==> src/rtl/tone_envelope_gen.sv <==
// rtl/tone_envelope_gen.sv - square-wave tone source with linear attack/release envelope
module tone_envelope_gen #(
  parameter int DIV_W    = 22,
  parameter int RAMP_DIV = 1024,
  parameter int STEP     = 64
) (
  input  logic             clk,
  input  logic             rst_n,
  input  logic [DIV_W-1:0] note_div,
  input  logic             key_on,
  input  logic [2:0]       volume,
  output logic [15:0]      lChannel,
  output logic [15:0]      rChannel,
  output logic [1:0]       env_state,
  output logic             note_active
);

  typedef enum logic [1:0] {
    IDLE    = 2'b00,
    ATTACK  = 2'b01,
    SUSTAIN = 2'b10,
    RELEASE = 2'b11
  } state_t;

  localparam int PW = (RAMP_DIV > 1) ? $clog2(RAMP_DIV) : 1;
  localparam logic [15:0] STEP16 = 16'(STEP);

  state_t           state;
  logic [14:0]      amp;
  logic             phase;
  logic [DIV_W-1:0] cnt;
  logic [DIV_W-1:0] div_q;
  logic [PW-1:0]    presc;

  logic        tick;
  logic [14:0] target;
  logic [15:0] amp_w;
  logic [15:0] sum_up;
  logic [15:0] over;
  logic [14:0] amp_up;
  logic [14:0] amp_down;
  logic [14:0] amp_sus;
  logic [14:0] amp_rel;
  logic [15:0] sample;

  assign tick   = (presc == PW'(RAMP_DIV - 1));
  // ((volume+1)<<12)-1 is simply volume followed by twelve ones
  assign target = {volume, 12'hfff};
  assign amp_w  = {1'b0, amp};
  assign sum_up = amp_w + STEP16;
  assign over   = amp_w - {1'b0, target};

  assign amp_up   = (sum_up >= {1'b0, target}) ? target : sum_up[14:0];
  assign amp_down = (over > STEP16) ? 15'(amp_w - STEP16) : target;
  assign amp_sus  = (amp < target) ? amp_up : ((amp > target) ? amp_down : amp);
  assign amp_rel  = (amp_w > STEP16) ? 15'(amp_w - STEP16) : 15'd0;
  assign sample   = phase ? (16'd0 - amp_w) : amp_w;

  assign env_state   = state;
  assign note_active = (state != IDLE);

  always_ff @(posedge clk) begin
    if (!rst_n) begin
      state    <= IDLE;
      amp      <= '0;
      phase    <= 1'b0;
      cnt      <= '0;
      div_q    <= '0;
      presc    <= '0;
      lChannel <= '0;
      rChannel <= '0;
    end else begin
      presc    <= tick ? '0 : presc + 1'b1;
      lChannel <= sample;
      rChannel <= sample;

      // new divisor is only picked up at a half-period boundary
      if (state != IDLE && div_q != '0) begin
        if (cnt == div_q - 1'b1) begin
          cnt   <= '0;
          phase <= ~phase;
          div_q <= note_div;
        end else begin
          cnt <= cnt + 1'b1;
        end
      end

      unique case (state)
        IDLE: begin
          amp <= '0;
          if (key_on && note_div != '0) begin
            state <= ATTACK;
            div_q <= note_div;
            cnt   <= '0;
            phase <= 1'b0;
          end
        end
        ATTACK: begin
          if (!key_on) begin
            state <= RELEASE;
          end else begin
            if (tick) amp <= amp_up;
            if (amp >= target) state <= SUSTAIN;
          end
        end
        SUSTAIN: begin
          if (tick) amp <= amp_sus;
          if (!key_on) state <= RELEASE;
        end
        RELEASE: begin
          if (tick) amp <= amp_rel;
          // retrigger keeps amp, phase and counter so the restart is click-free
          if (key_on && note_div != '0) state <= ATTACK;
          else if (amp == '0) state <= IDLE;
        end
        default: state <= IDLE;
      endcase
    end
  end

endmodule

==> config.mk <==
export PLATFORM = sky130hd
export DESIGN_NAME = tone_envelope_gen
export DESIGN_NICKNAME = d
export VERILOG_FILES = /design/src/rtl/tone_envelope_gen.sv
export SDC_FILE = /design/constraint.sdc
export NUM_CORES = 1
export LEC_CHECK = 0
export CAP_MARGIN = 0
export CORE_UTILIZATION = 45
export CTS_BUF_LIST = sky130_fd_sc_hd__clkbuf_4 sky130_fd_sc_hd__clkbuf_8 sky130_fd_sc_hd__clkbuf_16
export DETAILED_ROUTE_END_ITERATION = 6
export GPL_ROUTABILITY_DRIVEN = 0
export PLACE_DENSITY = 0.71
export SLEW_MARGIN = 30
export SYNTH_ARGS = -nofsm -noshare
export SYNTH_HDL_FRONTEND = slang
export SYNTH_SLANG_ARGS = --single-unit
==> constraint.sdc <==
create_clock -name clk -period 8.7 [get_ports clk]
set_clock_uncertainty 0.2 [all_clocks]
set_input_delay 2.175 -clock clk [delete_from_list [all_inputs] [get_ports clk]]
set_output_delay 2.175 -clock clk [all_outputs]
set_load 0.01 [all_outputs]
# Word level (Yosys, flattened, before mapping)
# Index checks and enable logic that the tools add are counted.
[word_totals] reg_bits=88
[op_classes] addsub=7 order_cmp=6 n_eq_ne=14 muxes=30 bitwise=2 reduce_logical=11
[ops] cell="$mux 22" count=8
[ops] cell="$mux 15" count=10
[ops] cell="$pmux 15 s4" count=1
[ops] cell="$reduce_bool 22->1" count=2
[ops] cell="$add 22x1->22 const B" count=1
[ops] cell="$eq 22x22->1" count=1
[ops] cell="$sub 22x1->22 const B" count=1
[ops] cell="$add 15x7->16 const B" count=1
[ops] cell="$ge 16x15->1" count=1
[ops] cell="$gt 16x7->1 const B" count=1
[ops] cell="$sub 1x15->16 const A" count=1
[ops] cell="$sub 15x15->16" count=1
[ops] cell="$ge 15x15->1" count=1
[ops] cell="$gt 15x15->1" count=1
[ops] cell="$gt 15x7->1 const B" count=1
[ops] cell="$logic_not 15->1" count=1
[ops] cell="$lt 15x15->1" count=1
[ops] cell="$sub 15x7->15 const B" count=1
[ops] cell="$mux 2" count=6
[ops] cell="$ne 2x2->1 const B" count=6
[ops] cell="$add 10x1->10 const B" count=1
[ops] cell="$eq 10x10->1 const B" count=1
[ops] cell="$ne 3x3->1 const B" count=3
[ops] cell="$pmux 2 s4" count=1
[ops] cell="11 further kinds" count=17

# Depth between registers and ports, before layout
[depth] ltp_word=7 ltp_mapped=14

# Least setup slack after synthesis
# Ideal clock, no wire load.
[synth_timing] path_type="input to register" start="in volume[0]" end="reg amp[14]" setup_ps=122 arrival_time_ps=4612 path_slack_ps=3766 cell_stages=10 cell_sequence="inv_1 ha_1 nand2_1 o41ai_1 xnor2_1 or3_1 o31ai_2 o21ai_0 o2111a_1 a311o_1"
[synth_via] elab_chain_cells=7
[synth_rtl] element="start, declared" line_no="11" rtl="input logic [2:0] volume,"
[synth_rtl] element="$sub 15x15->16" line_no="51" rtl="assign over = amp_w - {1'b0, target};"
[synth_rtl] element="$gt 16x7->1" line_no="54" rtl="assign amp_down = (over > STEP16) ? 15'(amp_w - STEP16) : target;"
[synth_rtl] element="$mux 15" line_no="54"
[synth_rtl] element="$mux 15 (2 in series)" line_no="55" rtl="assign amp_sus = (amp < target) ? amp_up : ((amp > target) ? amp_down : amp);"
[synth_rtl] element="$mux 15" line_no="107" rtl="if (tick) amp <= amp_sus;"
[synth_rtl] element="$pmux 15 s4" line_no="88" rtl="unique case (state)"
[synth_rtl] element="end signal, assigned" line_no="102" rtl="if (tick) amp <= amp_up;"
[synth_rtl] element="end signal, assigned" line_no="107"
[synth_rtl] element="end signal, assigned" line_no="111" rtl="if (tick) amp <= amp_rel;"
[synth_rtl] element="end, declared" line_no="29" rtl="logic [14:0] amp;"
# Parallel ways exist; a longest one is shown, timed or not. The select of a mux whose other input is x is not followed.
# A chain may end at the register's enable or synchronous reset.

# Worst setup path after layout
[layout_timing] start="in volume[0]" end="reg amp[4]"
# Same word-level chain as after synthesis.

==> impl_results.md <==
- CORE AREA: about 13000 um2
- Die footprint: about 13000 um2
- Die Y: about 120 um
- Htree depth: 3
- Pint: between 800 and 900 uW
- Largest net degree at the start of global routing: 33
- Max Cap Violations: 0
- Routed wire per std cell: between 15 and 20 um
- Multiplexer area fraction after synthesis: under 10%
- Ys async rst share: 0%
- Final Hold Viols: 0
- Cell count after synthesis: between 700 and 800
- Initial antenna violation count: 0
- Worst skew pair latency: roughly 350 ps
- Type of element capturing the critical path: flop
- Antenna diode count: 0
- Final core utilization: between 50% and 60%
- Worst-path clk slew: about 60 ps
- DIE WIDTH: approximately 120 um
- IO Pins: between 60 and 70
- Power share of the combinational group: 38.4%
- DRT iter0 DRCs: 541
- Hold Buf Count CTS: 0
- Final ANT Viol Nets: 0
- Total wire length: between 15000 and 20000 um
- Max Slew Vio Count: 0
- Worst-Margin Slew: around 930 ps
- I/O Buffers: 62
- Reg2Reg Depth: 10
- Worst setup path class: input port to flop
- Min-Delay Path Class: flop to flop
- CP required: a little under 9000 ps
- Rel. slew slack: a little under two fifths
- Adder-cell area share of the yosys netlist: 4.48%
- Setup TNS Final: 0 ps
- Post-synth EDFFs: 0
- Share of cells above drive strength 1: between 4 and 5%
- Nets: 820
- Syn avg cell area: about 7.8 um2
- Max IR drop VDD: between 0.0001 and 0.00015 V
- Crit path time final: roughly 5600 ps
- CTS Buffer Depth: 2
- HPWL Detailed: between 10000 and 15000 um
- Row cnt: 41
- Share of the synthesized area in the top cell type: a little under a third
- Number of detailed-route iterations in the first pass: 5
- CTS Sinks: 88
- FILL cells: about 1200
- Area Growth Syn to Fin: 13.8%
- Initial Util: 46.3%
- Crit share post-route: between 60% and 70%
- Post-Syn Area: 5870 um2
- P_sw: ~530 uW
- RSZ-0062 raised after global routing: false
- Vias in the first global route: approximately 5200
- CTS tree: yes
- Global-route wire length before repair: roughly 25000 um
- Flops & latches, synth: between 80 and 90
- PD cells: approximately 210 nW/um2
- Post-synth top flop: dfxtp_1
- Total grt overflow: 0
- Hold path depth: 1
- Status: completed
- Post-CTS setup buffers: 0
- Sw frac: around two fifths
- Seq/Total Area, Yosys: a little under a third
- Via count: about 5600
- Syn_nets: 806
- Post-synthesis compound-gate area fraction: a little under a fifth
- Clock root buffer: clkbuf_16
- Cell taking the most area after synthesis: dfxtp_1
- CTS Buf Count: 9
- Peak Freq: 0.178 GHz
- Static leakage: 0.00243 uW
- Largest cells by area after synthesis: dfxtp_1 (30%), xor2_1 (6.3%), xnor2_1 (5.8%), nand3_1 (5.4%), nor2_1 (5.4%)
- Leading cell type by number of instances after synthesis: dfxtp_1
- Routed vias/inst: between 5 and 6
- Netlist cell types: 66
- Commonest cells post-synth: dfxtp_1 (88), nor2_1 (84), nand3_1 (63)
- Crit path max fanout: 7
- Post-synthesis xor/xnor area fraction: between 10% and 20%
- Register share of total power: between 30% and 40%
- Setup crit start kind: input port
- Post-Synth Simple-Gate Area: a little over a quarter
- Overall Global Routing Usage: around a quarter
- Largest family of logic cells by synthesized area: simple AND/OR/NAND/NOR gates
- CP arrival: 5630 ps
- Drc violations: 0
- Clk pwr share: 26.8%
- Synth warn: 0
- Final setup viols: 0
- PostCTS Resize Cnt: 0
-- final cells by class --
| class | count | area [um2] | share of cell area, % |
|---|---|---|---|
| Clock buffer | 12 | 254 | 3.80 |
| Sequential cell | 88 | 1760 | 26.4 |
| Tap cell | 172 | 215 | 3.22 |
| Multi-Input combinational cell | 586 | 3700 | 55.3 |
| Timing Repair Buffer | 65 | 643 | 9.63 |
| Clock inverter | 4 | 30.0 | 0.450 |
| Inverter | 21 | 78.8 | 1.18 |
-- worst max-delay path, stage by stage --
cell and delay [ps]:
clkdlybuf4s50_1 490, inv_1 80, ha_1 400, nand2_1 80, o41ai_1 460, xnor2_1 140
or3_1 390, o31ai_2 460, o21ai_0 380, nor2_1 380, o221ai_1 190
-- layer usage --
metal | share of wire (%) | vias up | GRT usage (%)
met3 | 6.3 | 29 | 4.72
met2 | 47 | 214 | 38.2
met4 | 2.7 | 0 | 11.1
met1 | 44 | 2670 | 30.2
met5 | 0 | - | 0
li1 | - | 2729 | -
-- power groups by stage --
stage | Combinational (uW) | Clock, uW | Sequential (uW)
after CTS | 520 | 378 | 479
final | 529 | 370 | 480
after global placement | 499 | 0 | 486
after global routing | 583 | 397 | 484
after detailed placement | 517 | 0 | 488
after floorplan | 401 | 0 | 471
-- final timing paths --
path	end	startpoint	slack (ps)
min reg2reg	presc[0]	presc[0]	270
min	presc[0]	presc[0]	270
max reg2reg	cnt[2]	div_q[0]	4310
max	amp[4]	volume[0]	3070
-- cells by family after synthesis --
logic type	count (synthesis)
buffers and inverters	83
AND/OR/NAND/NOR	308
AO/OA/AOI/OAI	167
multiplexers	9
XOR/XNOR	81
adder cells (fa/ha/maj)	21
flip-flops	88
-- state kept, by name, indices dropped and copies added, names as in the netlist --
name,count
amp,15
cnt,22
div_q,22
env_state,2
phase,1
presc,10
rChannel,16
-- metrics by stage --
| step | std cells | total power, uW | worst slack [ps] | hold slack (ps) | instance area [um2] |
|---|---|---|---|---|---|
| 5_1_grt | 948 | 1460 | 2860 | 302 | 6680 |
| 2_1_floorplan | 757 | 872 | 3770 | 230 | 5870 |
| 4_1_cts | 947 | 1380 | 3190 | 276 | 6670 |
| 3_5_place_dp | 931 | 1010 | 2810 | 260 | 6390 |
| 6_report | 948 | 1380 | 3070 | 267 | 6680 |
| 3_3_place_gp | 931 | 985 | 2970 | 243 | 6380 |
-- placed cells by master (no fill, tap or decap), types with 39 or more instances in the layout --
master           synthesis  layout
nand3_1                 63      63
clkdlybuf4s50_1          0      62
a21oi_1                 47      47
o21ai_0                 46      46
xor2_1                  42      42
nor2_1                  84      83
xnor2_1                 39      39
nand2_1                 49      49
dfxtp_1                 88      88
(Power assumes the default switching activity.)
